==> src/rtl/pdm_mic_emulator_pkg.sv <==
// Shared constants and helpers for the PDM microphone emulator.
// Pure definitions; no timing or flow control of its own.
package pdm_mic_emulator_pkg;

  localparam int SAMPLE_W_DEF = 16;
  localparam int SYNC_STAGES  = 2;

  // Two's complement to offset binary: flip the sign bit of a w-bit value (w <= 32).
  function automatic logic [31:0] to_offset_bin(input logic [31:0] s, input int w);
    return s ^ (32'h1 << (w - 1));
  endfunction

endpackage

==> src/rtl/pdm_sample_fifo.sv <==
// Synchronous FIFO with push, pop, level, full and empty.
// Read data is combinational from the head; full push and empty pop are ignored.
module pdm_sample_fifo #(
  parameter int W     = 16,
  parameter int DEPTH = 4,
  parameter int LVL_W = $clog2(DEPTH) + 1
) (
  input  logic             clk_i,
  input  logic             rst_ni,
  input  logic             push_i,
  input  logic [W-1:0]     din_i,
  input  logic             pop_i,
  output logic [W-1:0]     dout_o,
  output logic [LVL_W-1:0] level_o,
  output logic             full_o,
  output logic             empty_o
);

  localparam int AW = $clog2(DEPTH);

  logic [W-1:0]     mem_q [DEPTH];
  logic [AW-1:0]    wr_ptr_q, rd_ptr_q;
  logic [LVL_W-1:0] level_q, level_d;
  logic             push_ok, pop_ok;

  assign full_o  = (level_q == LVL_W'(DEPTH));
  assign empty_o = (level_q == '0);
  assign push_ok = push_i && !full_o;
  assign pop_ok  = pop_i && !empty_o;
  assign dout_o  = mem_q[rd_ptr_q];
  assign level_o = level_q;

  always_comb begin
    level_d = level_q;
    case ({push_ok, pop_ok})
      2'b10:   level_d = level_q + LVL_W'(1);
      2'b01:   level_d = level_q - LVL_W'(1);
      default: level_d = level_q;
    endcase
  end

  always_ff @(posedge clk_i or negedge rst_ni) begin
    if (!rst_ni) begin
      wr_ptr_q <= '0;
      rd_ptr_q <= '0;
      level_q  <= '0;
    end else begin
      if (push_ok) wr_ptr_q <= wr_ptr_q + AW'(1);
      if (pop_ok)  rd_ptr_q <= rd_ptr_q + AW'(1);
      level_q <= level_d;
    end
  end

  // Storage needs no reset; only entries below level are ever read.
  always_ff @(posedge clk_i) begin
    if (push_ok) mem_q[wr_ptr_q] <= din_i;
  end

endmodule

==> src/rtl/pdm_mic_emulator.sv <==
// PCM-to-PDM microphone emulator: FIFO-buffered samples, first-order delta-sigma output.
// pdm_data moves 3 clk after the selected mic_clk edge; pcm_ready drops while the FIFO is full.
module pdm_mic_emulator
  import pdm_mic_emulator_pkg::*;
#(
  parameter int SAMPLE_W   = SAMPLE_W_DEF,
  parameter int FIFO_DEPTH = 4
) (
  input  logic                        clk,
  input  logic                        rst_n,
  input  logic                        mic_clk,
  input  logic                        lr_sel,
  input  logic                        en,
  input  logic [7:0]                  osr,
  input  logic [SAMPLE_W-1:0]         pcm_in,
  input  logic                        pcm_valid,
  output logic                        pcm_ready,
  output logic                        pdm_data,
  output logic                        underflow,
  output logic [$clog2(FIFO_DEPTH):0] level
);

  localparam int LVL_W = $clog2(FIFO_DEPTH) + 1;

  logic [SYNC_STAGES-1:0] sync_q;
  logic                   edge_q;
  logic                   rise, fall, active;
  logic [SAMPLE_W-1:0]    acc_q, acc_d, cur_q, cur_d, sample_sel, x;
  logic [SAMPLE_W:0]      sum;
  logic [31:0]            x_wide;
  logic [7:0]             cnt_q, cnt_d;
  logic                   pdm_q, pdm_d, uf_q, uf_d;
  logic                   pop, fifo_full, fifo_empty;
  logic [SAMPLE_W-1:0]    fifo_dout;

  pdm_sample_fifo #(.W(SAMPLE_W), .DEPTH(FIFO_DEPTH), .LVL_W(LVL_W)) u_fifo (
    .clk_i   (clk),
    .rst_ni  (rst_n),
    .push_i  (pcm_valid && pcm_ready),
    .din_i   (pcm_in),
    .pop_i   (pop),
    .dout_o  (fifo_dout),
    .level_o (level),
    .full_o  (fifo_full),
    .empty_o (fifo_empty)
  );

  assign pcm_ready = !fifo_full;
  assign pdm_data  = pdm_q;
  assign underflow = uf_q;

  assign rise   = sync_q[SYNC_STAGES-1] && !edge_q;
  assign fall   = !sync_q[SYNC_STAGES-1] && edge_q;
  assign active = lr_sel ? rise : fall;

  // The head is popped at counter zero and modulated in the same step.
  assign sample_sel = (cnt_q == 8'd0 && !fifo_empty) ? fifo_dout : cur_q;
  assign x_wide     = to_offset_bin(32'(sample_sel), SAMPLE_W);
  assign x          = x_wide[SAMPLE_W-1:0];
  assign sum        = {1'b0, acc_q} + {1'b0, x};

  always_comb begin
    acc_d = acc_q;
    cnt_d = cnt_q;
    cur_d = cur_q;
    pdm_d = pdm_q;
    uf_d  = 1'b0;
    pop   = 1'b0;
    if (!en) begin
      acc_d = '0;
      cnt_d = '0;
      pdm_d = 1'b0;
    end else if (active) begin
      if (cnt_q == 8'd0) begin
        if (fifo_empty) begin
          uf_d = 1'b1;
        end else begin
          pop   = 1'b1;
          cur_d = fifo_dout;
        end
      end
      // A counter already past a lowered osr runs on to the 8-bit wrap.
      cnt_d = (cnt_q == osr) ? 8'd0 : cnt_q + 8'd1;
      acc_d = sum[SAMPLE_W-1:0];
      pdm_d = sum[SAMPLE_W];
    end
  end

  always_ff @(posedge clk or negedge rst_n) begin
    if (!rst_n) begin
      sync_q <= '0;
      edge_q <= 1'b0;
      acc_q  <= '0;
      cnt_q  <= '0;
      cur_q  <= '0;
      pdm_q  <= 1'b0;
      uf_q   <= 1'b0;
    end else begin
      sync_q <= {sync_q[SYNC_STAGES-2:0], mic_clk};
      edge_q <= sync_q[SYNC_STAGES-1];
      acc_q  <= acc_d;
      cnt_q  <= cnt_d;
      cur_q  <= cur_d;
      pdm_q  <= pdm_d;
      uf_q   <= uf_d;
    end
  end

endmodule

==> config.mk <==
export PLATFORM = sky130hd
export DESIGN_NAME = pdm_mic_emulator
export DESIGN_NICKNAME = d
export VERILOG_FILES = /design/src/rtl/pdm_mic_emulator_pkg.sv /design/src/rtl/pdm_sample_fifo.sv /design/src/rtl/pdm_mic_emulator.sv
export SDC_FILE = /design/constraint.sdc
export NUM_CORES = 1
export LEC_CHECK = 0
export CORE_MARGIN = 2
export CORE_UTILIZATION = 31
export DETAILED_ROUTE_END_ITERATION = 10
export GPL_TIMING_DRIVEN = 1
export HOLD_SLACK_MARGIN = 0.05
export PLACE_DENSITY_LB_ADDON = 0.12
export REMOVE_ABC_BUFFERS = 1
export SLEW_MARGIN = 40
export SYNTH_ARGS = -nofsm -noshare
export SYNTH_HDL_FRONTEND = slang
export SYNTH_HIERARCHICAL = 1
export SYNTH_SLANG_ARGS = --single-unit
==> constraint.sdc <==
create_clock -name clk -period 4.35 [get_ports clk]
set_input_delay 1.305 -clock clk [delete_from_list [all_inputs] [get_ports clk]]
set_output_delay 1.305 -clock clk [all_outputs]
set_load 0.02 [all_outputs]
**Word-level counts from Yosys, hierarchy flattened**

Memory sizes are Yosys's and may differ from the RTL's.
Index checks and enable logic that the tools add are counted.
W data, S select, Z words.

- Register bits: 52
- Latch bits: 0
- RAM bits: 64
- Memory bits (read-only): 0
- Bits of input ports: 30
- Output and inout port bits: 6
- Word-level logic and storage cells: 58
- Memories kept: 1

Memories:

| name | depth | width | rd ports | clocked after memory_dff | write ports | RTL line | RTL |
|---|---|---|---|---|---|---|---|
| u_fifo.mem_q | 4 | 16 | 1 | 0 | 1 | pdm_sample_fifo.sv:21 | `logic [W-1:0] mem_q [DEPTH];` |

- Add/sub/neg operators: 6
- $mul: 0
- Divide/modulo/power cells: 0
- Order comparisons: 0
- Equal/unequal tests: 5
- Shifts and indexed selects: 0
- Muxes and demuxes: 20
- Bitwise logic cells: 2
- Reduce and logical (&&, ||, !) cells: 14

Operator list:

| operator | count |
|---|---|
| $mux W16 | 3 |
| $mux W8 | 3 |
| $add A16 B16 Y17 | 1 |
| $mux W1 | 13 |
| $add A8 B1 Y8 const B | 1 |
| $eq A8 B8 Y1 | 1 |
| $logic_not A8 Y1 | 1 |
| $logic_and A1 B1 Y1 | 6 |
| $pmux W3 S2 | 1 |
| $add A2 B1 Y2 const B | 2 |
| $logic_not A1 Y1 | 4 |
| $reduce_and A4 Y1 | 1 |
| $add A3 B1 Y3 const B | 1 |
| $eq A3 B3 Y1 const B | 1 |
| $logic_not A3 Y1 | 1 |
| $sub A3 B1 Y3 const B | 1 |
| $eq A2 B1 Y1 const B | 1 |
| $eq A2 B2 Y1 const B | 1 |
| $ne A2 B1 Y1 const B | 1 |
| $not A1 Y1 | 2 |
| $reduce_bool A2 Y1 | 1 |

**Depth between registers and ports, before layout**

- Depth in word-level cells: 8
- Depth in mapped cells: 13

**Cells and area by module**

Netlist, hierarchy kept.

Modules (own cells, without submodules):

| module | times used | cells an instance | area an instance (µm²) | sequential area each (µm²) |
|---|---|---|---|---|
| pdm_mic_emulator | 1 | 320 | 3119.2 | 1126.1 |
| pdm_sample_fifo | 1 | 121 | 2775.2 | 2097.0 |

**Worst setup path after synthesis**

OpenSTA, ideal clock, no wires.

- Kind: input to register
- Start point: in lr_sel
- End point: reg u_fifo.level_q[2] (netlist: u_fifo/level_o[2])
- Library setup time: 0.080 ns
- Arrival: 3.471 ns
- Data required time: 4.270 ns
- Setup slack: 0.799 ns
- Cell stages on the path: 11
- Path buffers: 1
- Path through: nor3b_1 o21ai_2 nor3_4 buf_12 o31a_1 ha_1 inv_1 fa_1 xor2_1 nor2_1 xor2_1

- Longest elaborated chain between the ends: 6
- Elaborated cells on any way between the ends: 8

Ends and longest elaborated chain:

| element | RTL line | RTL |
|---|---|---|
| from (decl) | pdm_mic_emulator.sv:12 | `input logic lr_sel,` |
| $mux W1 (*) | pdm_mic_emulator.sv:54 | `assign active = lr_sel ? rise : fall;` |
| $mux W1 (*) | pdm_mic_emulator.sv:73 | `end else if (active) begin` |
| $mux W1 (*) | pdm_mic_emulator.sv:69 | `if (!en) begin` |
| via pop | pdm_mic_emulator.sv:33 | `logic pop, fifo_full, fifo_empty;` |
| $logic_and A1 B1 Y1 (*) | pdm_sample_fifo.sv:29 | `assign pop_ok = pop_i && !empty_o;` |
| via u_fifo.pop_ok | pdm_sample_fifo.sv:24 | `logic push_ok, pop_ok;` |
| $eq A2 B1 Y1 / $eq A2 B2 Y1 (equally long branches) | pdm_sample_fifo.sv:35 | `case ({push_ok, pop_ok})` |
| $pmux W3 S2 / $reduce_bool A2 Y1 (equally long branches) | -- |  |
| to (signal assigned) | pdm_sample_fifo.sv:50 | `level_q <= level_d;` |
| to (decl) | pdm_sample_fifo.sv:23 | `logic [LVL_W-1:0] level_q, level_d;` |

Mark *: on every way through the listed nets, which the timed path passes. The rest lies on a longest branch.
A chain may end at the register's enable or synchronous reset.

**Final worst setup path**

- Start point: reg cnt_q[3]
- End point: reg acc_q[11]

- Longest elaborated chain between the ends: 6

Ends and longest elaborated chain:

| element | RTL line | RTL |
|---|---|---|
| from (decl) | pdm_mic_emulator.sv:31 | `logic [7:0] cnt_q, cnt_d;` |
| from (signal assigned) | pdm_mic_emulator.sv:102 | `cnt_q <= cnt_d;` |
| $logic_not A8 Y1 | pdm_mic_emulator.sv:57 | `assign sample_sel = (cnt_q == 8'd0 && !fifo_empty) ? fifo_dout : cur_q;` |
| $logic_and A1 B1 Y1 | pdm_mic_emulator.sv:57 |  |
| $mux W16 | pdm_mic_emulator.sv:57 |  |
| $add A16 B16 Y17 | pdm_mic_emulator.sv:60 | `assign sum = {1'b0, acc_q} + {1'b0, x};` |
| $mux W16 | pdm_mic_emulator.sv:73 |  |
| $mux W16 | pdm_mic_emulator.sv:69 |  |
| to (signal assigned) | pdm_mic_emulator.sv:93 | `acc_q <= '0;` |
| to (signal assigned) | pdm_mic_emulator.sv:101 | `acc_q <= acc_d;` |
| to (decl) | pdm_mic_emulator.sv:28 | `logic [SAMPLE_W-1:0] acc_q, acc_d, cur_q, cur_d, sample_sel, x;` |

No other way between the ends. The select of a mux whose other input is x is not followed.

==> reports/results.ini <==
[routing]
vias_per_cell = 4.941
dr.pass1.iters = 5
vias = 3661
first_iter_violations = 236
drc_errors = 0
wirelength_microns = 12340
wl_per_cell_microns = 16.65
ant_nets = 0

[sta]
tightest_slew_ps = 668.0
setup_tns_ps = 0
hold_violations = 0
grt_setup_unrepaired = false
timing.final.ws_setup_ps = 621.1
relSlewSlack_pct = 55.20
layout_min_cycle_time_ps = 3729
fin_skew_ps = 9.657
finalHoldWorstSlack_ps = 351.1
fin_crit_sh_pct = 85.72
setup_viol_count_final = 0
maxSlewViolCount = 0
fmax_mhz = 268.2

[finish]
stdcell_area_sq_mm = 0.007188
diodes = 0
final_cells = 741
final_util_pct = 38.43
area_growth_pct = 21.95
nNetsFinal = 553
fillers = 1758
drive_above_1_share_pct = 19.13

[placed_design]
place_hpwl_microns = 8498
post-place-ws_ps = 464.2
dp_cells = 709
place_area_sq_mm = 0.006533
io_buffers = 35
place_congestion = 0.7945

[outcome]
outcome = finished, final reports clean

[setup_path]
cp.required_ps = 4650
worstPathArrival_ps = 4030
crit_path_end_kind = register
crit_type = register to register
crit_fanout = 7
critPathLaunchType = register

[power_and_ir_drop]
power_mw = 4.930
peakVddDrop_mv = 0.3323
power_density_mw_per_mm2 = 685.9
p_leak_nw = 2.791

[logic_synthesis]
synth-seq-cells = 116
ys_types = 61
synth-edff-count = 64
async_flop_share_pct = 44.83
synth_cells = 441
syn_area_sq_mm = 0.005894
yosys_warnings = 6
syn_avg_cell_area_sq_um = 13.37
yosysSeqAreaShare_pct = 54.68
synth_ff_type = edfxtp_1

[clock_network]
cts_buffers = 17
clk_latency_ps = 410
cts.clk_slew.worst_paths_ps = 50
cts_tree = done
cts_hold_buf = 0
clockBufferDepth = 2
clock-sinks = 116
root_buffer = clkbuf_16
cts_setup_buffers = 0
post_cts_resized = 0
h-tree-depth = 4

[min_path]
hp-class = register to register

[floorplan]
rows = 50
die_h_microns = 141.9
core_sq_mm = 0.01871
start_util_pct = 31.51
die-area_sq_mm = 0.02013
die_w_microns = 141.9
pin_count = 36

[global_route]
track_usage_pct = 13.17
grt_start_max_net_pins = 36
grt_pass1_wl_microns = 20310
grt_overflow = 0
antenna_found_initial = 0
first_global_vias = 3901

[flow_run]
max_cap_violations = 0

[final cells by class]
class                   count  area (sq um)  share of cell area [%]
inverters                  16         60.06                  0.8355
repair buffers             48         445.4                   6.197
flip-flops and latches    116          3223                   44.84
multi-input cells         295          2529                   35.18
well taps                 234         292.8                   4.073
clock buffers              17         425.4                   5.918
clock inverters            15         212.7                   2.959
[synthesized netlist by cell type (all sizes together) (6+ instances only)]
cell	instances	area [sq um]
edfxtp	64	1922
dfrtp	52	1301
a21oi	38	193.9
mux2	33	405.4
ha	27	337.8
nand2	26	97.59
o21ai	24	123.9
nor2	20	77.58
inv	16	60.06
mux4	16	390.4
nand3	13	70.07
xor2	13	113.9
and2	7	43.79
buf	7	73.82
clkbuf	7	26.28
nor3	6	41.29
[registers in the layout, summed over array words and instances (netlist names), 2 cells and up]
name / flops
acc_q: 16
cnt_q: 8
cur_q: 16
sync_q: 2
u_fifo/level_o: 3
u_fifo/mem_q: 64
u_fifo/rd_ptr_q: 2
u_fifo/wr_ptr_q: 2
[worst max-delay path: stages (launching register included)]
cell      delay (ps)
dfrtp_1          470
nor4_4           320
nand3_2          180
nor2_2           370
buf_4            210
mux2_2           330
ha_1             350
nand3_1          170
a21bo_2          250
a211oi_1         560
nor3_1           100
o31ai_1          300
[layer usage]
metal  track usage, %  share of wire, %  up-vias
met3            3.004               2.8       17
met1            16.48                46     1806
li1                 -                 -     1777
met5                0                 0        -
met2            21.67                49       61
met4            6.263               2.2        0
[worst paths after layout]
check / startpoint / slack, ps / cells past startpoint / end
worst max register to register: cnt_q[3] / 620 / 11 / acc_q[11]
worst min register to register: sync_q[0] / 350 / 0 / sync_q[1]
worst min-delay path: sync_q[0] / 350 / 0 / sync_q[1]
min in group asynchronous: rst_n / 860 / 1 / acc_q[0]
worst max-delay path: cnt_q[3] / 620 / 11 / acc_q[11]
max in group asynchronous: rst_n / 2850 / 2 / pdm_data
[report_power, final]
group	switching, mW	leakage (nW)	internal (mW)
combinational	0.951	1.25	0.857
sequential	0.163	1.25	1.45
clock	0.499	0.294	1.01
total	1.61	2.79	3.32
[kinds of logic (layout without fill, tap and decap cells)]
kind of cell,after synthesis,count (layout),synth area share (%)
compound gates,97,97,10.15
fa+ha+maj,29,29,6.410
flops,116,116,54.68
buf+inv,30,96,2.717
xor+xnor,18,18,2.675
mux,51,51,13.84
simple gates,100,100,9.531
[cells in the final DEF (no fill, tap or decap), types with 7 or more instances in the layout]
master	n
edfxtp_1	64
dfrtp_1	52
a21oi_1	37
clkdlybuf4s50_1	34
ha_1	27
nand2_1	26
mux2_2	24
o21ai_0	22
nor2_1	19
clkbuf_16	17
inv_1	16
buf_4	14
xor2_1	13
nand3_1	12
mux2_4	9
mux4_2	8
mux4_1	8
and2_1	7
Power figures use the tool's default switching activity.
==> RTL edit 1 (config.mk and constraints unchanged) <==
`FIFO_DEPTH`: 4 -> 2.
--- a/src/rtl/pdm_mic_emulator.sv
+++ b/src/rtl/pdm_mic_emulator.sv
@@ -4,7 +4,7 @@
   import pdm_mic_emulator_pkg::*;
 #(
   parameter int SAMPLE_W   = SAMPLE_W_DEF,
-  parameter int FIFO_DEPTH = 4
+  parameter int FIFO_DEPTH = 2
 ) (
   input  logic                        clk,
   input  logic                        rst_n,
Ports: changed (resized level); port bits go from 36 to 35. The function was not compared with the original's and may differ.
==> RTL edit 1 against the unedited design <==
Worst setup slack worse by 0.16 ns. Power fell by 33%. Sequential cell count fell by 35. Final area shrank 25%. Wire length is 22% lower. Clock skew is 0.0035 ns lower. Hold slack better by 0.0041 ns. Fmax shrank 4.2%. Cell count shrank 17%. Clock power is 51% lower. Sequential share of layout area fell by 4.1 points. Area after synthesis is 23% lower. First-iteration DRC count down 41%.
==> RTL edit 1: results (changes against the unedited design) <==
layout:
  nNonClkBuffers: 42  # was 48
  multi_input_area_um2: 2220  # was 2530 µm²
  final_core_util_pct: 37.3  # was 38.4%
  fill_cells: 1408  # was 1758
  nClkBuffers: 10  # was 17
  nMultiInputCombCells: 284  # was 295
  drive_gt1_share_pct: 19.4  # was 19.1%
  layout.nets: 483  # was 553
  final-clk-cell-share_pct: 5.37  # was 8.88%
  buffer_area_share_pct: 7.37  # was 6.20%
  design_area_um2: 5360  # was 7190 µm²
  seq_share_pct: 40.8  # was 44.8%
  nonClockInverterCount: 11  # was 16
  insertedDiodeCount: 0  # unchanged
  reg_top3: "u_fifo/mem_q x32, acc_q x16, cur_q x16"  # was u_fifo/mem_q x64, acc_q x16, cur_q x16
clock_tree:
  clk_latency_ns: 0.35  # was 0.41 ns
  clockBufferDepth: 2  # unchanged
  numCtsBuffers: 9  # was 17
  h-tree-depth: 3  # was 4
  cts_root_buf: "clkbuf_16"  # unchanged
  clkTransAtPathRegs_ns: 0.06
yosys:
  yosys_most_used_dff: "dfrtp_1"  # was edfxtp_1
  yosys_warnings: 6  # unchanged
  yosys_register_bits: 81  # was 116
  netlist_top_cells_area: "dfrtp_1, edfxtp_1, mux2_2, ha_1, mux2_4"  # was edfxtp_1, dfrtp_1, ha_1, mux2_2, mux4_1
  synth-edff-count: 32  # was 64
  yosys-top-cells-count: "dfrtp_1, a21oi_1, edfxtp_1, mux2_2, nand2_1"  # was edfxtp_1, dfrtp_1, a21oi_1, ha_1, nand2_1
  syn_inst: 388  # was 441
  yosysSeqAreaShare_pct: 48.4  # was 54.7%
  synthArstFlopShare_pct: 60.5  # was 44.8%
  ys_types: 59  # was 61
power:
  p_leak_nw: 2.17  # was 2.79 nW
  peakVddDrop_uv: 236  # was 332 µV
drt:
  drt_iter0_markers: 139  # was 236
  wirelength_um: 9570  # was 12300 µm
  viasPerCell: 4.89  # was 4.94
  wl_per_cell_um: 15.5  # was 16.7 µm
  dr.pass1.iters: 4  # was 5
global_routing:
  grt_max_degree: 28  # was 36
  grt_first_pass_wirelength_um: 16200  # was 20300 µm
  grt.total_usage_pct: 13.1  # was 13.2%
  grt_pass1_vias: 3191  # was 3901
status:
  status: "completed"  # unchanged
setup_path:
  crit_arrival_ns: 4.12  # was 4.03 ns
  r2r_cells: 11  # unchanged
  cp_max_fo: 9  # was 7
  critPathSlowestCell: "dfrtp_1"  # was a211oi_1
  max_stage_delay_ns: 0.46  # was 0.56 ns
placement:
  detailed_place_hpwl_um: 6720  # was 8500 µm
  numPortBuffers: 34  # was 35
  placed_area_um2: 5060  # was 6530 µm²
  place_congestion: 0.839  # was 0.795
  post-place-cells: 602  # was 709
  pre_cts_slack_ns: 0.448  # was 0.464 ns
timing:
  worstMarginPinSlew_ns: 0.816  # was 0.668 ns
  skew_ns: 0.00618  # was 0.00966 ns
## RTL edit 1: cell count changes after synthesis, sizes merged, moves of 2 or more
| cell | change |
|---|---|
| dfrtp | -3 |
| edfxtp | -32 |
| mux4 | -16 |
| buf | -2 |
| ha | -4 |
| inv | -5 |
| nor2 | +2 |
| mux2 | +15 |
| and2 | -4 |
## RTL edit 1: cells by family (layout without fill, tap and decap cells)
group | count (synthesis) | after routing | synth area share, %
and+or+nand+nor | 98 | 98 | 11.9
AOI/OAI and AO/OA | 96 | 96 | 13.0
xor gates and xnor gates | 17 | 17 | 3.29
muxes | 49 | 49 | 13.7
adders and majority gates | 24 | 24 | 6.81
DFF | 81 | 81 | 48.4
buffers and inverters | 23 | 69 | 2.91
## RTL edit 1: routing by layer
metal,GRT usage [%],up-vias,part of all wire [%]
met5,0,-,0
met4,5.75,0,2.1
li1,-,1518,-
met1,17.5,1423,49
met3,2.79,13,3.8
met2,20.7,70,45
## RTL edit 1: critical path: cells and delay by family (launching register included)
kind / cells / cell delay [ns]
buf+inv: 1 / 0.24
simple gates: 3 / 0.94
flops: 1 / 0.46
mux: 1 / 0.36
fa+ha+maj: 1 / 0.31
compound gates: 5 / 1.47
## RTL edit 1: worst paths after layout
check / slack [ns] / end / from
max: 0.46 / acc_q[12] / cnt_q[3]
min: 0.36 / sync_q[1] / sync_q[0]
max reg2reg: 0.46 / acc_q[12] / cnt_q[3]
min reg2reg: 0.36 / sync_q[1] / sync_q[0]
max in group asynchronous: 2.61 / u_fifo/level_o[0] / rst_n
min in group asynchronous: 0.97 / cur_q[3] / rst_n
## RTL edit 1: power by group
group          switching [mW]  internal, mW
Combinational           0.744         0.699
Clock                   0.305         0.440
Sequential              0.115          1.01
Total                    1.16          2.15
==> RTL edit 2 (config.mk and constraints unchanged) <==
Made on the original files. Reset style: synchronous (`rst_n` and `rst_ni`), changed in 2 clocked blocks.
--- a/src/rtl/pdm_sample_fifo.sv
+++ b/src/rtl/pdm_sample_fifo.sv
@@ -39,7 +39,7 @@
     endcase
   end
 
-  always_ff @(posedge clk_i or negedge rst_ni) begin
+  always_ff @(posedge clk_i) begin
     if (!rst_ni) begin
       wr_ptr_q <= '0;
       rd_ptr_q <= '0;
--- a/src/rtl/pdm_mic_emulator.sv
+++ b/src/rtl/pdm_mic_emulator.sv
@@ -86,7 +86,7 @@
     end
   end
 
-  always_ff @(posedge clk or negedge rst_n) begin
+  always_ff @(posedge clk) begin
     if (!rst_n) begin
       sync_q <= '0;
       edge_q <= 1'b0;
Check against the original RTL: differs if rst_n is asserted again (counterexample within 4 cycles, from zero or initial values and one cycle with rst_n low); with rst_n held inactive, the same outputs for 4 cycles.
==> RTL edit 2 against the unedited design <==
Die area down 4.5%. Via count rose by 2.0%. Final area shrank 4.4%. Wire length shrank 6.0%. First-iteration DRC count is 13% lower. Sequential cell count up 2. Worst setup slack improved by 0.011 ns. Area after synthesis is 4.6% lower. Synthesized cell count rose by 8.6%. Sequential share of layout area decreased by 1.1 points.
Power is not compared: it rests on default switching activity, and its combinational part moved more than twofold at a synthesized area within 25%.
==> RTL edit 2: results (changes against the unedited design) <==
drt:
  drt_iter0_markers: 206  # was 236
  dr.pass1.iters: 4  # was 5
  vias: 3735  # was 3661
  wl_met3_um: 306  # was 343 µm
  met2WireLength_um: 5650  # was 5990 µm
  met1_length_um: 5490  # was 5730 µm
  wirelength_um: 11600  # was 12300 µm
  route.antenna.remaining_nets: 0  # unchanged
  viasPerCell: 4.83  # was 4.94
timing:
  whs_ns: 0.442  # was 0.351 ns
  fmax_mhz: 269  # was 268 MHz
  worstMarginPinSlew_ns: 0.755  # was 0.668 ns
  skew_ns: 0.00945  # was 0.00966 ns
setup_path:
  r2r_cells: 10  # was 11
  cp_max_fo: 13  # was 7
  reg2reg_to: "acc_q[13]"  # was acc_q[11]
  rr_startpoint: "cnt_q[3]"  # unchanged
  crit_arrival_ns: 4.00  # was 4.03 ns
hold_path:
  worstHoldStart: "sync_q[0]"  # unchanged
  min_delay_path_depth: 1  # was 0
  min_to: "sync_q[1]"  # unchanged
clock_tree:
  cts_setup_buffers: 0  # unchanged
  cts_root_buf: "clkbuf_16"  # unchanged
placement:
  place_congestion: 0.872  # was 0.795
  pre_cts_slack_ns: 0.535  # was 0.464 ns
  placed_area_um2: 6290  # was 6530 µm²
  post-place-cells: 742  # was 709
  detailed_place_hpwl_um: 8060  # was 8500 µm
global_routing:
  grt_max_degree: 25  # was 36
  grt_use_met3_pct: 2.97  # was 3.00%
  grt.met2_usage_pct: 21.4  # was 21.7%
  grt_first_pass_wirelength_um: 19100  # was 20300 µm
  grt.total_usage_pct: 12.5  # was 13.2%
  grt_use_met1_pct: 15.6  # was 16.5%
  grt_pass1_vias: 3683  # was 3901
yosys:
  yosys-top-cells-count: "nand2_1, edfxtp_1, dfxtp_1, a21oi_1, ha_1"  # was edfxtp_1, dfrtp_1, a21oi_1, ha_1, nand2_1
  netlist_top_cells_area: "edfxtp_1, dfxtp_1, mux4_2, ha_1, nand2_1"  # was edfxtp_1, dfrtp_1, ha_1, mux2_2, mux4_1
  yosys_warnings: 6  # unchanged
  synth-compound-area-share_pct: 10.7  # was 10.1%
  yosysSeqAreaShare_pct: 53.4  # was 54.7%
  synth_area_per_cell_um2: 11.7  # was 13.4 µm²
  synthMuxAreaShare_pct: 9.95  # was 13.8%
  synthArstFlopShare_pct: 0  # was 44.8%
  synth_top_area_share_pct: 34.2  # was 32.6%
  synthXorXnorAreaFrac_pct: 3.43  # was 2.67%
  synth_fa_ha_area_share_pct: 6.05  # was 6.41%
  ys_types: 59  # was 61
layout:
  layout.nets: 588  # was 553
  largest_register: "u_fifo/mem_q"  # unchanged
  fill_cells: 1748  # was 1758
  insertedDiodeCount: 0  # unchanged
  drive_gt1_share_pct: 16.3  # was 19.1%
power:
  total_power_mw: 2.85
  p_leak_nw: 2.39
  pg_comb_uw: 263
  power.switching_uw: 668
status:
  status: "completed"  # unchanged
==> RTL edit 2: how the worst max path moves through the flow <==
stage	from	end	cells after the start
global route	cnt_q[3]	acc_q[13]	10
global placement	lr_sel	u_fifo/level_o[2]	12
CTS	cnt_q[3]	acc_q[13]	10
floorplan	lr_sel	u_fifo/level_o[2]	11
finish	cnt_q[3]	acc_q[13]	10
detailed placement	lr_sel	u_fifo/level_o[2]	12
==> RTL edit 2: final cells by class <==
cell class                      count  area, µm²  area share [%]
Inverter                           17       63.8           0.928
Tap cell                          229        287            4.17
Timing Repair Buffer               51        470            6.85
Multi-Input combinational cell    327       2460            35.9
Sequential cell                   118       3000            43.7
Clock buffer                       17        425            6.19
Clock inverter                     15        159            2.31
==> RTL edit 2: critical path: stages, from the launching register on <==
cell and delay [ns]:
dfxtp_1 0.36, nor4_1 0.41, nand3_1 0.20, nor2_4 0.35, mux2_2 0.39, ha_1 0.37
and3_1 0.18, a221oi_1 0.13, or4_4 0.55, nor4b_4 0.14, or4_1 0.51
